--- src/rtl/router_reg_param_if.sv ---
// Bus between the router FSM/input port (master) and the packet register stage (slave).
interface router_reg_param_if #(
  parameter int unsigned DATA_W = 8,
  parameter int unsigned ADDR_W = 2
);
  logic              pkt_valid;
  logic [DATA_W-1:0] data_in;
  logic              fifo_full;
  logic              rst_int_reg;
  logic              detect_add;
  logic              lfd_state;
  logic              ld_state;
  logic              laf_state;
  logic              full_state;
  logic [DATA_W-1:0] dout;
  logic              dout_valid;
  logic [ADDR_W-1:0] hdr_addr;
  logic              hold_empty;
  logic              low_pkt_valid;
  logic              parity_done;
  logic              err;
  logic              len_err;
  logic              hold_ovf;

  modport master (
    output pkt_valid, data_in, fifo_full, rst_int_reg,
    output detect_add, lfd_state, ld_state, laf_state, full_state,
    input  dout, dout_valid, hdr_addr, hold_empty,
    input  low_pkt_valid, parity_done, err, len_err, hold_ovf
  );

  modport slave (
    input  pkt_valid, data_in, fifo_full, rst_int_reg,
    input  detect_add, lfd_state, ld_state, laf_state, full_state,
    output dout, dout_valid, hdr_addr, hold_empty,
    output low_pkt_valid, parity_done, err, len_err, hold_ovf
  );
endinterface

--- src/rtl/router_reg_param.sv ---
// Router datapath register stage: header capture, FIFO write bus, hold buffer, parity check.
// Define ROUTER_REG_LEN_CHECK_EN to include the payload word counter and len_err.
module router_reg_param #(
  parameter int unsigned DATA_W     = 8,
  parameter int unsigned ADDR_W     = 2,
  parameter int unsigned HOLD_DEPTH = 2
) (
  input logic               clk_i,
  input logic               rst_i,
  router_reg_param_if.slave bus_io
);

  localparam int unsigned LenW = DATA_W - ADDR_W;
  localparam int unsigned CntW = $clog2(HOLD_DEPTH + 1);

  logic [DATA_W-1:0] header_q, header_d;
  logic [ADDR_W-1:0] addr_q, addr_d;
  logic [DATA_W-1:0] dout_q, dout_d;
  logic              dv_q, dv_d;
  logic [DATA_W-1:0] acc_q, acc_d;
  logic [DATA_W-1:0] par_q, par_d;
  logic              lpv_q, lpv_d;
  logic              pd_q, pd_d;
  logic              pd_dly_q, pd_dly_d;
  logic              err_q, err_d;
  logic              ovf_q, ovf_d;
  logic [DATA_W-1:0] hold_data_q [HOLD_DEPTH];
  logic [DATA_W-1:0] hold_data_d [HOLD_DEPTH];
  logic              hold_par_q  [HOLD_DEPTH];
  logic              hold_par_d  [HOLD_DEPTH];
  logic [CntW-1:0]   hold_cnt_q, hold_cnt_d;
`ifdef ROUTER_REG_LEN_CHECK_EN
  logic [LenW-1:0]   cnt_q, cnt_d;
  logic              len_err_q, len_err_d;
`endif

  logic hold_empty;
  assign hold_empty = (hold_cnt_q == '0);

  always_comb begin
    header_d   = header_q;
    addr_d     = addr_q;
    dout_d     = dout_q;
    dv_d       = 1'b0;
    acc_d      = acc_q;
    par_d      = par_q;
    lpv_d      = lpv_q;
    pd_d       = pd_q;
    pd_dly_d   = pd_q;
    err_d      = err_q;
    ovf_d      = ovf_q;
    hold_data_d = hold_data_q;
    hold_par_d  = hold_par_q;
    hold_cnt_d  = hold_cnt_q;
`ifdef ROUTER_REG_LEN_CHECK_EN
    cnt_d      = cnt_q;
    len_err_d  = len_err_q;
`endif

    if (bus_io.detect_add && bus_io.pkt_valid) begin
      header_d   = bus_io.data_in;
      addr_d     = bus_io.data_in[ADDR_W-1:0];
      acc_d      = '0;
      hold_cnt_d = '0;
      pd_d       = 1'b0;
      err_d      = 1'b0;
      ovf_d      = 1'b0;
`ifdef ROUTER_REG_LEN_CHECK_EN
      cnt_d      = '0;
      len_err_d  = 1'b0;
`endif
    end else begin
      // Checks fire once, the cycle after the parity word reached dout.
      if (pd_q && !pd_dly_q) begin
        err_d = err_q | (acc_q != par_q);
`ifdef ROUTER_REG_LEN_CHECK_EN
        len_err_d = len_err_q | (cnt_q != header_q[DATA_W-1:ADDR_W]);
`endif
      end
      if (bus_io.lfd_state) begin
        dout_d = header_q;
        dv_d   = 1'b1;
        acc_d  = acc_q ^ header_q;
      end else if (bus_io.ld_state) begin
        if (bus_io.pkt_valid) begin
          acc_d = acc_q ^ bus_io.data_in;
`ifdef ROUTER_REG_LEN_CHECK_EN
          cnt_d = cnt_q + 1'b1;
`endif
        end else begin
          par_d = bus_io.data_in;
        end
        if (!bus_io.fifo_full && hold_empty) begin
          dout_d = bus_io.data_in;
          dv_d   = 1'b1;
          if (!bus_io.pkt_valid) pd_d = 1'b1;
        end else if (hold_cnt_q == CntW'(HOLD_DEPTH)) begin
          ovf_d = 1'b1;
        end else begin
          for (int i = 0; i < HOLD_DEPTH; i++) begin
            if (hold_cnt_q == CntW'(i)) begin
              hold_data_d[i] = bus_io.data_in;
              hold_par_d[i]  = !bus_io.pkt_valid;
            end
          end
          hold_cnt_d = hold_cnt_q + 1'b1;
        end
      end else if (bus_io.laf_state && !bus_io.fifo_full && !hold_empty) begin
        dout_d = hold_data_q[0];
        dv_d   = 1'b1;
        if (hold_par_q[0]) pd_d = 1'b1;
        for (int i = 0; i < HOLD_DEPTH - 1; i++) begin
          hold_data_d[i] = hold_data_q[i+1];
          hold_par_d[i]  = hold_par_q[i+1];
        end
        hold_cnt_d = hold_cnt_q - 1'b1;
      end
    end

    if (bus_io.rst_int_reg) begin
      lpv_d = 1'b0;
    end else if (bus_io.ld_state && !bus_io.pkt_valid) begin
      lpv_d = 1'b1;
    end
  end

  always_ff @(posedge clk_i or posedge rst_i) begin
    if (rst_i) begin
      header_q   <= '0;
      addr_q     <= '0;
      dout_q     <= '0;
      dv_q       <= 1'b0;
      acc_q      <= '0;
      par_q      <= '0;
      lpv_q      <= 1'b0;
      pd_q       <= 1'b0;
      pd_dly_q   <= 1'b0;
      err_q      <= 1'b0;
      ovf_q      <= 1'b0;
      hold_cnt_q <= '0;
      for (int i = 0; i < HOLD_DEPTH; i++) begin
        hold_data_q[i] <= '0;
        hold_par_q[i]  <= 1'b0;
      end
`ifdef ROUTER_REG_LEN_CHECK_EN
      cnt_q      <= '0;
      len_err_q  <= 1'b0;
`endif
    end else begin
      header_q   <= header_d;
      addr_q     <= addr_d;
      dout_q     <= dout_d;
      dv_q       <= dv_d;
      acc_q      <= acc_d;
      par_q      <= par_d;
      lpv_q      <= lpv_d;
      pd_q       <= pd_d;
      pd_dly_q   <= pd_dly_d;
      err_q      <= err_d;
      ovf_q      <= ovf_d;
      hold_cnt_q <= hold_cnt_d;
      for (int i = 0; i < HOLD_DEPTH; i++) begin
        hold_data_q[i] <= hold_data_d[i];
        hold_par_q[i]  <= hold_par_d[i];
      end
`ifdef ROUTER_REG_LEN_CHECK_EN
      cnt_q      <= cnt_d;
      len_err_q  <= len_err_d;
`endif
    end
  end

  assign bus_io.dout          = dout_q;
  assign bus_io.dout_valid    = dv_q;
  assign bus_io.hdr_addr      = addr_q;
  assign bus_io.hold_empty    = hold_empty;
  assign bus_io.low_pkt_valid = lpv_q;
  assign bus_io.parity_done   = pd_q;
  assign bus_io.err           = err_q;
  assign bus_io.hold_ovf      = ovf_q;
`ifdef ROUTER_REG_LEN_CHECK_EN
  assign bus_io.len_err       = len_err_q;
`else
  assign bus_io.len_err       = 1'b0;
`endif

endmodule

--- src/flat_wrapper.sv ---
// flat-port wrapper written by rule: the top's interface ports become plain ports
module router_reg_param_flat 
#(
  parameter int unsigned DATA_W     = 8,
  parameter int unsigned ADDR_W     = 2,
  parameter int unsigned HOLD_DEPTH = 2
)
  (clk_i, rst_i, bus_io_pkt_valid, bus_io_data_in, bus_io_fifo_full, bus_io_rst_int_reg, bus_io_detect_add, bus_io_lfd_state, bus_io_ld_state, bus_io_laf_state, bus_io_full_state, bus_io_dout, bus_io_dout_valid, bus_io_hdr_addr, bus_io_hold_empty, bus_io_low_pkt_valid, bus_io_parity_done, bus_io_err, bus_io_len_err, bus_io_hold_ovf);
  router_reg_param_if #(.DATA_W(DATA_W), .ADDR_W(ADDR_W)) bus_io_i ();
  input logic clk_i;
  input logic rst_i;
  input wire logic [$bits(bus_io_i.pkt_valid)-1:0] bus_io_pkt_valid;
  input wire logic [$bits(bus_io_i.data_in)-1:0] bus_io_data_in;
  input wire logic [$bits(bus_io_i.fifo_full)-1:0] bus_io_fifo_full;
  input wire logic [$bits(bus_io_i.rst_int_reg)-1:0] bus_io_rst_int_reg;
  input wire logic [$bits(bus_io_i.detect_add)-1:0] bus_io_detect_add;
  input wire logic [$bits(bus_io_i.lfd_state)-1:0] bus_io_lfd_state;
  input wire logic [$bits(bus_io_i.ld_state)-1:0] bus_io_ld_state;
  input wire logic [$bits(bus_io_i.laf_state)-1:0] bus_io_laf_state;
  input wire logic [$bits(bus_io_i.full_state)-1:0] bus_io_full_state;
  output wire logic [$bits(bus_io_i.dout)-1:0] bus_io_dout;
  output wire logic [$bits(bus_io_i.dout_valid)-1:0] bus_io_dout_valid;
  output wire logic [$bits(bus_io_i.hdr_addr)-1:0] bus_io_hdr_addr;
  output wire logic [$bits(bus_io_i.hold_empty)-1:0] bus_io_hold_empty;
  output wire logic [$bits(bus_io_i.low_pkt_valid)-1:0] bus_io_low_pkt_valid;
  output wire logic [$bits(bus_io_i.parity_done)-1:0] bus_io_parity_done;
  output wire logic [$bits(bus_io_i.err)-1:0] bus_io_err;
  output wire logic [$bits(bus_io_i.len_err)-1:0] bus_io_len_err;
  output wire logic [$bits(bus_io_i.hold_ovf)-1:0] bus_io_hold_ovf;
  assign bus_io_i.pkt_valid = bus_io_pkt_valid;
  assign bus_io_i.data_in = bus_io_data_in;
  assign bus_io_i.fifo_full = bus_io_fifo_full;
  assign bus_io_i.rst_int_reg = bus_io_rst_int_reg;
  assign bus_io_i.detect_add = bus_io_detect_add;
  assign bus_io_i.lfd_state = bus_io_lfd_state;
  assign bus_io_i.ld_state = bus_io_ld_state;
  assign bus_io_i.laf_state = bus_io_laf_state;
  assign bus_io_i.full_state = bus_io_full_state;
  assign bus_io_dout = bus_io_i.dout;
  assign bus_io_dout_valid = bus_io_i.dout_valid;
  assign bus_io_hdr_addr = bus_io_i.hdr_addr;
  assign bus_io_hold_empty = bus_io_i.hold_empty;
  assign bus_io_low_pkt_valid = bus_io_i.low_pkt_valid;
  assign bus_io_parity_done = bus_io_i.parity_done;
  assign bus_io_err = bus_io_i.err;
  assign bus_io_len_err = bus_io_i.len_err;
  assign bus_io_hold_ovf = bus_io_i.hold_ovf;
  router_reg_param #(.DATA_W(DATA_W), .ADDR_W(ADDR_W), .HOLD_DEPTH(HOLD_DEPTH)) u_core (.clk_i(clk_i), .rst_i(rst_i), .bus_io(bus_io_i));
endmodule
--- config.mk ---
export PLATFORM = sky130hd
export DESIGN_NAME = router_reg_param_flat
export DESIGN_NICKNAME = d
export VERILOG_FILES = /design/src/rtl/router_reg_param_if.sv /design/src/rtl/router_reg_param.sv /design/src/flat_wrapper.sv
export SDC_FILE = /design/constraint.sdc
export NUM_CORES = 1
export LEC_CHECK = 0
export CELL_PAD_IN_SITES_DETAIL_PLACEMENT = 0
export CELL_PAD_IN_SITES_GLOBAL_PLACEMENT = 1
export CORE_MARGIN = 8
export CORE_UTILIZATION = 47
export DETAILED_ROUTE_END_ITERATION = 10
export GPL_ROUTABILITY_DRIVEN = 0
export GPL_TIMING_DRIVEN = 0
export PLACE_DENSITY_LB_ADDON = 0.2
export SLEW_MARGIN = 20
export SYNTH_ARGS = -nofsm -noshare
export SYNTH_HDL_FRONTEND = slang
export SYNTH_SLANG_ARGS = --single-unit
--- constraint.sdc ---
create_clock -name clk_i -period 4.15 [get_ports clk_i]
set_input_delay 0.415 -clock clk_i [delete_from_list [all_inputs] [get_ports clk_i]]
set_output_delay 0.415 -clock clk_i [all_outputs]
set_load 0.02 [all_outputs]
Word level (Yosys, flattened, before mapping)
Cells that the tools add are included.

Bits in registers: 60. Output and inout port bits: 17. Logic and storage cells: 115.

$add $sub $neg: 2. Equal/unequal tests: 13. Muxes and demuxes: 47. Bitwise gates (word level): 8. Reductions and logical operators: 29.

Operators by type and width (number): 8-bit two-way mux (12); 16-bit two-way mux (2); 1-bit two-way mux (25); 2-bit two-way mux (8); 8-bit XOR (2); 3-bit nonzero test (5); 3-bit by 2-bit != test with 1-bit output (second input constant) (4); 4-bit AND reduction (3); 6-bit AND reduction (2); 2-bit nonzero test (5); 8-bit != test (1); 1-bit logical AND (6); 2-bit by 1-bit != test with 1-bit output (second input constant) (3); 1-bit NOT (5); 5-bit AND reduction (1); 1-bit zero test (4); 2-bit != test (second input constant) (2); 3-bit by 1-bit != test with 1-bit output (second input constant) (1); 3-bit AND reduction (1); 2-bit by 1-bit adder with 2-bit output (second input constant) (1); 2-bit by 1-bit == test with 1-bit output (second input constant) (1); 2-bit == test (second input constant) (1); 2-bit zero test (1); 2-bit AND reduction (1); other kinds (2) (2).

Logic depth before layout (Yosys ltp)
Word-level depth: 7. Mapped depth: 8.

Least setup slack after synthesis
OpenSTA, ideal clock, no wires.

Path type: register -> register. From: reg u_core.hold_cnt_q[0]. To: reg u_core.hold_data_q[10] (netlist bit). Setup time: 125 ps. Arrival time: 2090 ps. Setup slack: 1935 ps. Cell stages (with the launch flop): 9. Path buffers: 2. Cell sequence: dfrtp_1 -> inv_1 -> ha_1 -> or3b_1 -> buf_2 -> o32a_1 -> or3_1 -> buf_6 -> mux2_4.

Cells in the longest elaborated chain, start to end: 5. Elaborated cells on any way between the ends: 10. Those cells by class: 4 x eq/ne; 6 x reduce/logical.

RTL lines: from (decl) (line router_reg_param.sv:31) `logic [CntW-1:0] hold_cnt_q, hold_cnt_d;`; from (signal assigned) (line router_reg_param.sv:161) `hold_cnt_q <= hold_cnt_d;`; 2-bit zero test (line router_reg_param.sv:38, router_reg_param.sv:101); 1-bit zero test (line router_reg_param.sv:108) `end else if (bus_io.laf_state && !bus_io.fifo_full && !hold_empty) begin`; 1-bit logical AND (line router_reg_param.sv:108); 2-bit nonzero test (no line); 6-bit AND reduction (no line) *; to (signal, indexed assignment) (line router_reg_param.sv:163) `hold_data_q[i] <= hold_data_d[i];`; to (decl) (line router_reg_param.sv:27) `logic [DATA_W-1:0] hold_data_q [HOLD_DEPTH];`.

Every way passes the cells marked *; elsewhere a longest branch is shown, timed or not. A chain may end at the register's enable or synchronous reset.

Worst setup path after layout
From: reg u_core.hold_cnt_q[0]. To: reg u_core.hold_data_q[13] (netlist bit).

Same word-level chain as after synthesis.

==> flow_summary.ini <==
[worst_setup_path]
path_class = reg2reg
start_kind = flip-flop
required_ns = 4.36
crit_fanout = 9
critPathArrivalTime_ns = 2.64
worstSetupEndpointType = flip-flop
crit_start = u_core.hold_cnt_q[0]
r2r_start = u_core.hold_cnt_q[0]

[clock_tree]
clk_path_buf_depth = 2
cts-root-buf = clkbuf_8
clk-insertion-delay-late_ns = 0.33
cts_resized = 0
post_cts_buffers = 0
cts_made_buffers = 9
clock_sinks = 58
tritoncts = built
path_clk_slew_ns = 0.07
htreeDepth = 3
ctsHoldBuffers = 0

[floorplanning]
die_height_um = 94.6
coreArea_um2 = 5960
start_util = 0.487
ios = 35
die_w_um = 94.6
dieArea_um2 = 8950
rows = 28

[routing]
drtPass1Iterations = 4
drt_iter0_drc = 107
ant_nets = 0
vias = 2162
viasPerCell = 5.43
wl_um = 6800
wl_per_cell_um = 17.1
drc_errors = 0

[power_and_ir_drop]
switching_share = 0.316
pwr-share-comb = 0.330
p_sw_uw = 674
vdd_ir_drop_max_uv = 298
power_mw = 2.13
power.leakage_nw = 1.56
clockPowerShare = 0.259
internal_power_mw = 1.46
pwr-share-seq = 0.411
p_per_area_nw_per_um2 = 603

[timing]
slew_violations = 0
final.period_utilization = 0.586
rsz0062_at_grt = no
tns_ns = 0
finalHoldViolations = 0
setup_viol = 0
period_needed_ns = 2.43
fmax_mhz = 412
worst_pin_slew_ns = 0.778
clock_skew_ns = 0.00651
slew_headroom = 0.478

[hold_path]
hp-class = in2async

[grt]
grt_max_degree = 34
globalRouteOverflowTotal = 0
grt_first_pass_wirelength_um = 11600
first_global_vias = 2272
antenna_found_initial = 0
grt_usage = 0.169

[finish]
drive_gt1_frac = 0.146
multi_input_area_um2 = 1310
num_antenna_cells = 0
area_growth_pct = 21.8
final_nets = 341
seqCellArea_um2 = 1450
fillers = 537

[yosys]
syn_inst = 276
ys_top_cells_by_area = dfrtp_1, mux2_2, mux2_4, nor2_1, xor2_1
yosysUniqueCellTypes = 39
ys_ff_latch = 58
synth_ff_type = dfrtp_1
synth_edf_count = 0
yosysTopAreaCellShare = 0.500
synth_warnings = 0
syn_avg_cell_area_um2 = 10.5
ys_async_sr_fraction = 1.00
synth_top_cell_by_area = dfrtp_1
synth_seq_area_share = 0.500
synth_area_um2 = 2900
synth_nets = 298

[place]
port_buffers = 31
hpwlAfterDp_um = 4910

[outcome]
status = completed

[job]
drv_cap = 0
-- power by group through the flow --
stage	clock network, mW	logic, mW	registers, mW
after floorplan	0	0.466	0.889
final	0.551	0.704	0.877
after global placement	0	0.690	0.876
after detailed placement	0	0.707	0.885
after global routing	0.586	0.780	0.902
after CTS	0.557	0.711	0.875
-- kinds of logic after synthesis --
| kind of cell | share of synthesized area |
|---|---|
| AO/OA/AOI/OAI | 0.136 |
| XOR/XNOR | 0.0513 |
| adder cells (fa/ha/maj) | 0.0172 |
| buffers and inverters | 0.0509 |
| flip-flops | 0.500 |
| multiplexers | 0.112 |
| other | 0.00129 |
| AND/OR/NAND/NOR | 0.131 |
-- per-layer routing --
metal	vias to the layer above	track usage	part of all wire
met5	-	0	0
met4	0	0.0442	0.0087
met3	6	0.0413	0.060
met2	48	0.266	0.47
met1	1057	0.228	0.46
li1	1051	-	-
-- synth_stat cells (2+ instances only) --
cell type,n
buf_4,3
a31oi_1,2
a21oi_1,13
dfrtp_1,58
nand3b_1,8
nand2b_1,2
o31ai_1,8
nor3_1,10
mux2_2,16
xnor2_1,8
clkbuf_1,12
nand2_1,20
nor2_1,28
xor2_1,9
o221ai_1,7
nor4_1,3
mux2_4,9
a2111o_1,2
ha_1,4
a22o_1,8
o21ai_0,12
buf_1,2
inv_1,15
or3_1,2
-- state kept, by name, indices dropped and copies added, names as in the netlist --
signal                       flops
u_core.bus_io.dout_valid         1
u_core.bus_io.dout               8
u_core.hold_data_q              16
u_core.bus_io.hold_ovf           1
u_core.hold_cnt_q                2
u_core.bus_io.err                1
u_core.header_q                  7
u_core.par_q                     8
u_core.bus_io.parity_done        1
u_core.bus_io.hdr_addr           1
u_core.pd_dly_q                  1
u_core.hold_par_q                2
u_core.bus_io.low_pkt_valid      1
u_core.acc_q                     8
-- critical path: stages (launching register included) --
cell and delay, ns:
dfrtp_1 0.39, inv_1 0.10, ha_1 0.24, or3b_1 0.34, buf_2 0.16, o32a_1 0.25
or3_1 0.35, buf_6 0.18, mux2_4 0.30
-- stage by stage --
step                instances  setup slack, ns   util  area, µm²  hold WS (ns)
CTS                       398             1.73  0.593       3530         0.409
finish                    398             1.72  0.593       3530         0.406
detailed placement        383             1.51  0.560       3330         0.445
global placement          382             1.21  0.555       3310         0.446
global route              398             1.57  0.593       3530         0.436
floorplan                 276             1.94      -       2900         0.463
-- worst paths after layout --
path                                     endpoint  slack (ns)  cells past startpoint
max                        u_core.hold_data_q[13]        1.72                      8
max reg2reg                u_core.hold_data_q[13]        1.72                      8
max in group asynchronous      u_core.header_q[6]        3.26                      3
min in group clk_i                u_core.pd_dly_q        0.46                      0
min reg2reg                       u_core.pd_dly_q        0.46                      0
min                         u_core.hold_data_q[7]        0.41                      2
-- area by class of cell --
class,count,area share
Inverter,15,0.0166
Clock buffer,12,0.0382
Sequential cell,58,0.411
Timing Repair Buffer,32,0.0935
Tap cell,75,0.0265
Clock inverter,3,0.0184
Buffer,19,0.0258
Multi-Input combinational cell,184,0.370
-- cells in the final DEF (no fill, tap or decap), types with 2 or more instances in the layout --
cell type / netlist / routed
o21ai_0: 12 / 12
nand2b_1: 2 / 2
nand2_1: 20 / 20
buf_4: 3 / 3
buf_1: 2 / 2
a21oi_1: 13 / 13
a22o_1: 8 / 8
o221ai_1: 7 / 7
nor4_1: 3 / 3
clkbuf_8: 0 / 9
ha_1: 4 / 4
nor3_1: 10 / 9
mux2_4: 9 / 9
bufinv_16: 0 / 2
nor2_1: 28 / 28
a31oi_1: 2 / 2
inv_1: 15 / 14
xnor2_1: 8 / 8
clkbuf_1: 12 / 15
clkdlybuf4s50_1: 0 / 31
o31ai_1: 8 / 8
xor2_1: 9 / 9
mux2_2: 16 / 16
or3_1: 2 / 2
a2111o_1: 2 / 2
nor3_2: 1 / 2
dfrtp_1: 58 / 58
nand3b_1: 8 / 8
Note: power is estimated with default switching activity, not from simulation.
